$ cat config.mk
export PLATFORM = sky130hd
export DESIGN_NAME = imm_decode_pipe_flat
export DESIGN_NICKNAME = d
export VERILOG_FILES = /design/src/rtl/imm_decode_pipe_if.sv /design/src/rtl/imm_decode_pipe.sv /design/src/flat_wrapper.sv
export SDC_FILE = /design/constraint.sdc
export NUM_CORES = 1
export LEC_CHECK = 0
export BUFFER_PORTS_ARGS = -buffer_cell sky130_fd_sc_hd__buf_2
export CAP_MARGIN = 20
export CELL_PAD_IN_SITES_DETAIL_PLACEMENT = 1
export CELL_PAD_IN_SITES_GLOBAL_PLACEMENT = 2
export CORE_AREA = 2 2 109 190
export CTS_CLUSTER_DIAMETER = 120
export CTS_CLUSTER_SIZE = 25
export DETAILED_ROUTE_END_ITERATION = 16
export DIE_AREA = 0 0 111 192
export GPL_TIMING_DRIVEN = 1
export PLACE_DENSITY = 0.86
export SYNTH_ARGS = -nofsm -noshare
export SYNTH_HDL_FRONTEND = slang
export SYNTH_SLANG_ARGS = --single-unit
$ cat constraint.sdc
create_clock -name clk -period 1.6 [get_ports clk]
set_input_delay 0.48 -clock clk [delete_from_list [all_inputs] [get_ports clk]]
set_output_delay 0.48 -clock clk [all_outputs]
set_load 0.02 [all_outputs]
$ cat src/rtl/imm_decode_pipe_if.sv
// Handshake bundle for imm_decode_pipe: upstream instruction side and
// downstream decoded-immediate side.
interface imm_decode_pipe_if #(
    parameter int XLEN = 32
);
    logic            in_valid;
    logic            in_ready;
    logic [31:0]     in_instr;
    logic [2:0]      imm_src;
    logic            out_valid;
    logic            out_ready;
    logic [XLEN-1:0] out_imm;
    logic [31:0]     out_instr;
    logic            out_illegal;

    modport master (
        output in_valid, in_instr, imm_src, out_ready,
        input  in_ready, out_valid, out_imm, out_instr, out_illegal
    );

    modport slave (
        input  in_valid, in_instr, imm_src, out_ready,
        output in_ready, out_valid, out_imm, out_instr, out_illegal
    );
endinterface

$ cat src/rtl/imm_decode_pipe.sv
// Immediate decoder with a registered output stage and a one-entry skid
// buffer so in_ready never depends combinationally on out_ready.
module imm_decode_pipe #(
    parameter int XLEN     = 32,
    parameter bit AUTO_SRC = 1'b0
) (
    input logic              clk,
    input logic              rst,
    input logic              flush,
    imm_decode_pipe_if.slave bus
);

    localparam logic [2:0] FMT_I = 3'd0;
    localparam logic [2:0] FMT_S = 3'd1;
    localparam logic [2:0] FMT_B = 3'd2;
    localparam logic [2:0] FMT_U = 3'd3;
    localparam logic [2:0] FMT_J = 3'd4;
    localparam logic [2:0] FMT_Z = 3'd5;
    localparam logic [2:0] FMT_X = 3'd6;

    logic [31:0]     ins;
    logic [2:0]      fmt;
    logic [63:0]     imm_wide;
    logic            dec_illegal;
    logic [XLEN-1:0] dec_imm;

    logic            main_valid_q, main_valid_d;
    logic [XLEN-1:0] main_imm_q, main_imm_d;
    logic [31:0]     main_instr_q, main_instr_d;
    logic            main_illegal_q, main_illegal_d;
    logic            skid_valid_q, skid_valid_d;
    logic [XLEN-1:0] skid_imm_q, skid_imm_d;
    logic [31:0]     skid_instr_q, skid_instr_d;
    logic            skid_illegal_q, skid_illegal_d;

    logic in_ready;
    logic in_fire;
    logic out_fire;

    assign ins = bus.in_instr;

    // Immediates are built at 64 bits and truncated, which sign-extends from bit 31 for either XLEN.
    always_comb begin
        fmt = bus.imm_src;
        if (AUTO_SRC) begin
            case (ins[6:0])
                7'b0010011, 7'b0000011, 7'b1100111: fmt = FMT_I;
                7'b0100011:                         fmt = FMT_S;
                7'b1100011:                         fmt = FMT_B;
                7'b0110111, 7'b0010111:             fmt = FMT_U;
                7'b1101111:                         fmt = FMT_J;
                7'b1110011:                         fmt = ins[14] ? FMT_Z : FMT_I;
                default:                            fmt = FMT_X;
            endcase
        end

        dec_illegal = 1'b0;
        imm_wide    = 64'd0;
        case (fmt)
            FMT_I: imm_wide = {{52{ins[31]}}, ins[31:20]};
            FMT_S: imm_wide = {{52{ins[31]}}, ins[31:25], ins[11:7]};
            FMT_B: imm_wide = {{51{ins[31]}}, ins[31], ins[7], ins[30:25], ins[11:8], 1'b0};
            FMT_U: imm_wide = {{32{ins[31]}}, ins[31:12], 12'd0};
            FMT_J: imm_wide = {{43{ins[31]}}, ins[31], ins[19:12], ins[20], ins[30:21], 1'b0};
            FMT_Z: imm_wide = {59'd0, ins[19:15]};
            default: dec_illegal = 1'b1;
        endcase
        dec_imm = imm_wide[XLEN-1:0];
    end

    assign in_ready = ~skid_valid_q & ~rst;
    assign in_fire  = bus.in_valid & in_ready;
    assign out_fire = main_valid_q & bus.out_ready;

    always_comb begin
        main_valid_d   = main_valid_q;
        main_imm_d     = main_imm_q;
        main_instr_d   = main_instr_q;
        main_illegal_d = main_illegal_q;
        skid_valid_d   = skid_valid_q;
        skid_imm_d     = skid_imm_q;
        skid_instr_d   = skid_instr_q;
        skid_illegal_d = skid_illegal_q;

        if (flush) begin
            main_valid_d = 1'b0;
            skid_valid_d = 1'b0;
        end else if (!main_valid_q || out_fire) begin
            // A full skid blocks in_ready, so it and a new input never compete for main.
            if (skid_valid_q) begin
                main_valid_d   = 1'b1;
                main_imm_d     = skid_imm_q;
                main_instr_d   = skid_instr_q;
                main_illegal_d = skid_illegal_q;
                skid_valid_d   = 1'b0;
            end else if (in_fire) begin
                main_valid_d   = 1'b1;
                main_imm_d     = dec_imm;
                main_instr_d   = ins;
                main_illegal_d = dec_illegal;
            end else begin
                main_valid_d   = 1'b0;
            end
        end else if (in_fire) begin
            skid_valid_d   = 1'b1;
            skid_imm_d     = dec_imm;
            skid_instr_d   = ins;
            skid_illegal_d = dec_illegal;
        end
    end

    always_ff @(posedge clk) begin
        if (rst) begin
            main_valid_q   <= 1'b0;
            main_imm_q     <= '0;
            main_instr_q   <= '0;
            main_illegal_q <= 1'b0;
            skid_valid_q   <= 1'b0;
            skid_imm_q     <= '0;
            skid_instr_q   <= '0;
            skid_illegal_q <= 1'b0;
        end else begin
            main_valid_q   <= main_valid_d;
            main_imm_q     <= main_imm_d;
            main_instr_q   <= main_instr_d;
            main_illegal_q <= main_illegal_d;
            skid_valid_q   <= skid_valid_d;
            skid_imm_q     <= skid_imm_d;
            skid_instr_q   <= skid_instr_d;
            skid_illegal_q <= skid_illegal_d;
        end
    end

    assign bus.in_ready    = in_ready;
    assign bus.out_valid   = main_valid_q;
    assign bus.out_imm     = main_imm_q;
    assign bus.out_instr   = main_instr_q;
    assign bus.out_illegal = main_illegal_q;

endmodule

$ cat src/flat_wrapper.sv
// flat-port wrapper written by rule: the top's interface ports become plain ports
module imm_decode_pipe_flat 
#(
    parameter int XLEN     = 32,
    parameter bit AUTO_SRC = 1'b0
)
  (clk, rst, flush, bus_in_valid, bus_in_instr, bus_imm_src, bus_out_ready, bus_in_ready, bus_out_valid, bus_out_imm, bus_out_instr, bus_out_illegal);
  imm_decode_pipe_if #(.XLEN(XLEN)) bus_i ();
  input logic clk;
  input logic rst;
  input logic flush;
  input wire logic [$bits(bus_i.in_valid)-1:0] bus_in_valid;
  input wire logic [$bits(bus_i.in_instr)-1:0] bus_in_instr;
  input wire logic [$bits(bus_i.imm_src)-1:0] bus_imm_src;
  input wire logic [$bits(bus_i.out_ready)-1:0] bus_out_ready;
  output wire logic [$bits(bus_i.in_ready)-1:0] bus_in_ready;
  output wire logic [$bits(bus_i.out_valid)-1:0] bus_out_valid;
  output wire logic [$bits(bus_i.out_imm)-1:0] bus_out_imm;
  output wire logic [$bits(bus_i.out_instr)-1:0] bus_out_instr;
  output wire logic [$bits(bus_i.out_illegal)-1:0] bus_out_illegal;
  assign bus_i.in_valid = bus_in_valid;
  assign bus_i.in_instr = bus_in_instr;
  assign bus_i.imm_src = bus_imm_src;
  assign bus_i.out_ready = bus_out_ready;
  assign bus_in_ready = bus_i.in_ready;
  assign bus_out_valid = bus_i.out_valid;
  assign bus_out_imm = bus_i.out_imm;
  assign bus_out_instr = bus_i.out_instr;
  assign bus_out_illegal = bus_i.out_illegal;
  imm_decode_pipe #(.XLEN(XLEN), .AUTO_SRC(AUTO_SRC)) u_core (.clk(clk), .rst(rst), .flush(flush), .bus(bus_i));
endmodule
==> flow_summary.json <==
{
  "portBuffers": 106,
  "crit_buf_inv": 2,
  "grt_max_degree": 56,
  "violations": "negative setup slack",
  "synth_xor_area_share_pct": 0.150,
  "antenna_cells": 0,
  "yosysSeqAreaShare_pct": 45.3,
  "slew-limit-headroom_pct": 62.4,
  "tightest_slew_ns": 0.563,
  "synthMuxAreaShare_pct": 5.68,
  "cts-root-buf": "clkbuf_16",
  "via_per_inst": 5.22,
  "grtUsageTotal_pct": 18.4,
  "synth_flop_cell": "dfxtp_1",
  "yosysTopAreaCell": "dfxtp_1",
  "critPathMaxStageDelay_ns": 0.36,
  "antenna_found_initial": 0,
  "slowest_stage": "dfxtp_4",
  "p_per_area_mw_per_mm2": 1080,
  "ys_top_cells_by_count": "132 x dfxtp_1, 94 x nor2_1, 83 x nand2_1, 71 x a21oi_1, 47 x a211oi_1",
  "grt_pass1_wl_microns": 30700,
  "cts_tree": "yes",
  "ant_nets": 0,
  "yosys.area_share.simple_pct": 22.8,
  "initial_utilization_pct": 29.7,
  "cp-end-kind": "output pin",
  "drt_iter0_drc": 231,
  "cp_top_family": "flip-flops",
  "die_w_microns": 111,
  "crit_chain": "buf_12 > nor2_4 > buf_6",
  "synth.top_cells.by_area": "dfxtp_1 45%, a21oi_1 6.1%, a211oi_1 6.0%",
  "finalClockSkew_ns": 0.00637,
  "synth_compound_area_share_pct": 19.8,
  "synth_most_common_cell": "dfxtp_1",
  "area_growth_pct": 31.4,
  "max_clock_freq_ghz": 0.606,
  "gp_congestion": 0.829,
  "die_height_microns": 192,
  "synth_top_cell_area_share_pct": 45.3,
  "leakage_uw": 0.00285,
  "gr-total-overflow": 0,
  "multiInputGateArea_sq_mm": 0.00289,
  "cap_violations": 0,
  "grt_pass1_vias": 5656,
  "worstPathRequired_ns": 1.12,
  "holdWs_ns": 0.315,
  "wire_per_inst_microns": 18.9,
  "crit_path_max_fanout": 3,
  "syn_area_sq_mm": 0.00583,
  "syn_inst": 683,
  "setup_violations": 1,
  "total_power_uw": 8280,
  "core_sq_mm": 0.0197,
  "synth-edff-count": 0,
  "switching_share_pct": 25.4,
  "synth_top_family_by_area": "simple AND/OR/NAND/NOR gates",
  "cts_buffers": 17,
  "p_comb_share_pct": 10.6,
  "place_hpwl_microns": 14000,
  "maxSlewViolCount": 0,
  "finalWirelength_microns": 19900,
  "synthAdderAreaFrac_pct": 0.193,
  "nFillCells": 2301,
  "seqPwrFrac_pct": 41.2,
  "fin_ws_ns": -0.0514,
  "p_clk_share_pct": 48.2,
  "grt_setup_unrepaired": "true",
  "avgSynthCellArea_sq_um": 8.54,
  "switchingPower_uw": 2100,
  "drive_gt1_share_pct": 26.7,
  "hold_viol": 0,
  "critPathLaunchType": "register",
  "fin_nets": 837,
  "yosysWarningCount": 0,
  "num_rows": 68,
  "ios": 107,
  "htree_levels": 4,
  "clk_latency_ns": 0.42,
  "synthArstFlopShare_pct": 0,
  "vdd_drop_max_uv": 591,
  "syn_nets": 723,
  "hold_path.class": "in -> reg",
  "dr.pass1.iters": 4,
  "seqCellArea_sq_mm": 0.00265,
  "drc": 0,
  "critical_path_class": "reg -> out",
  "dieArea_sq_mm": 0.0213,
  "layout_worst_path_cycle_share_pct": 103,
  "synthDistinctLibCells": 40,
  "status": "finished with violations",
  "ys_seq_elements": 132,
  "vias": 5498,
  "cp.arrival_ns": 1.17,
  "cts_sinks": 132,
  "cts_buffer_depth": 2,
  "p_int_uw": 6180,
  "finalCriticalPeriod_ns": 1.65,
  "clkSlewWorstSetupHoldPaths_ns": 0.06
}
## power groups by stage
stage / combinational, uW / sequential (uW) / clock (uW)
after floorplan: 377 / 3570 / 0
after global placement: 848 / 3490 / 0
after detailed placement: 861 / 3490 / 0
after CTS: 871 / 3420 / 4060
after global routing: 947 / 3420 / 4200
final: 875 / 3410 / 3990
## final timing paths
check / depth (start not counted) / endpoint / from / slack [ns]
hold / removal: 3 / u_core.skid_instr_q[4] / bus_in_instr[4] / 0.31
setup / recovery: 3 / bus_in_ready / u_core.skid_valid_q / -0.05
hold reg to reg: 2 / u_core.bus.out_imm[17] / u_core.bus.out_imm[17] / 0.45
setup reg to reg: 6 / u_core.bus.out_instr[21] / u_core.skid_valid_q / 0.03
## through the flow
| stage | std cells | setup WS (ns) | area [sq um] | setup TNS, ns | util (%) |
|---|---|---|---|---|---|
| 6_report | 1054 | -0.0514 | 7670 | -0.0514 | 39.0 |
| 4_1_cts | 1052 | -0.0740 | 7580 | -0.0740 | 38.6 |
| 3_5_place_dp | 1016 | -0.205 | 6890 | -14.61 | 35.0 |
| 3_3_place_gp | 1016 | -0.187 | 6890 | -10.36 | 35.0 |
| 2_1_floorplan | 683 | 0.0565 | 5840 | 0 | - |
| 5_1_grt | 1054 | -0.0744 | 7670 | -0.450 | 39.0 |
## worst register-to-register path: cells and delay by family (launching register included)
family / cells / cell delay, ns
AOI/OAI and AO/OA: 2 / 0.54
DFF: 1 / 0.38
and+or+nand+nor: 1 / 0.06
buffers and inverters: 3 / 0.51
## logic make-up after synthesis
kind of cell | after synthesis
AND/OR/NAND/NOR | 273
AO/OA/AOI/OAI | 171
flip-flops | 132
buffers and inverters | 72
multiplexers | 33
XOR/XNOR | 1
adder cells (fa/ha/maj) | 1
## routing by layer
metal | routed length [microns] | GRT usage [%] | vias to the layer above
li1 | - | - | 2652
met2 | 11100 | 35.8 | 126
met1 | 7620 | 19.5 | 2691
met4 | 520 | 7.40 | 0
met3 | 612 | 3.16 | 29
met5 | 0 | 0 | -
## sequential cells by signal, summed over array words and instances, names as in the netlist
name / count
u_core.skid_illegal_q: 1
u_core.bus.out_illegal: 1
u_core.skid_imm_q: 32
u_core.skid_instr_q: 32
u_core.skid_valid_q: 1
u_core.bus.out_instr: 32
u_core.bus.out_valid: 1
u_core.bus.out_imm: 32
## layout make-up
type | instances | share of cell area [%]
clock inverters | 13 | 2.07
repair buffers | 164 | 15.9
well taps | 245 | 4.00
inverters | 3 | 0.196
flip-flops and latches | 132 | 34.5
clock buffers | 18 | 5.73
multi-input cells | 479 | 37.6
## what timing repair did
item | in CTS | in global routing
pin swaps | 1 | 2
hold buffers | 0 | 0
gates cloned | 2 | 2
setup buffers | 3 | 0
hold endpoints to repair | 0 | 0
endpoints found under the setup margin | 1 | 41
gates resized for setup | 3 | 10
## placed cells by master, fill, tap and decap left out, types with 21 or more instances in the layout
cell	n
buf_4	41
a21oi_1	67
nand2_1	83
nor2_1	93
nand3b_1	21
a211oi_1	46
buf_2	104
nor3_1	25
mux2i_1	32
dfxtp_1	131
Note: power is estimated with default switching activity, not from simulation.
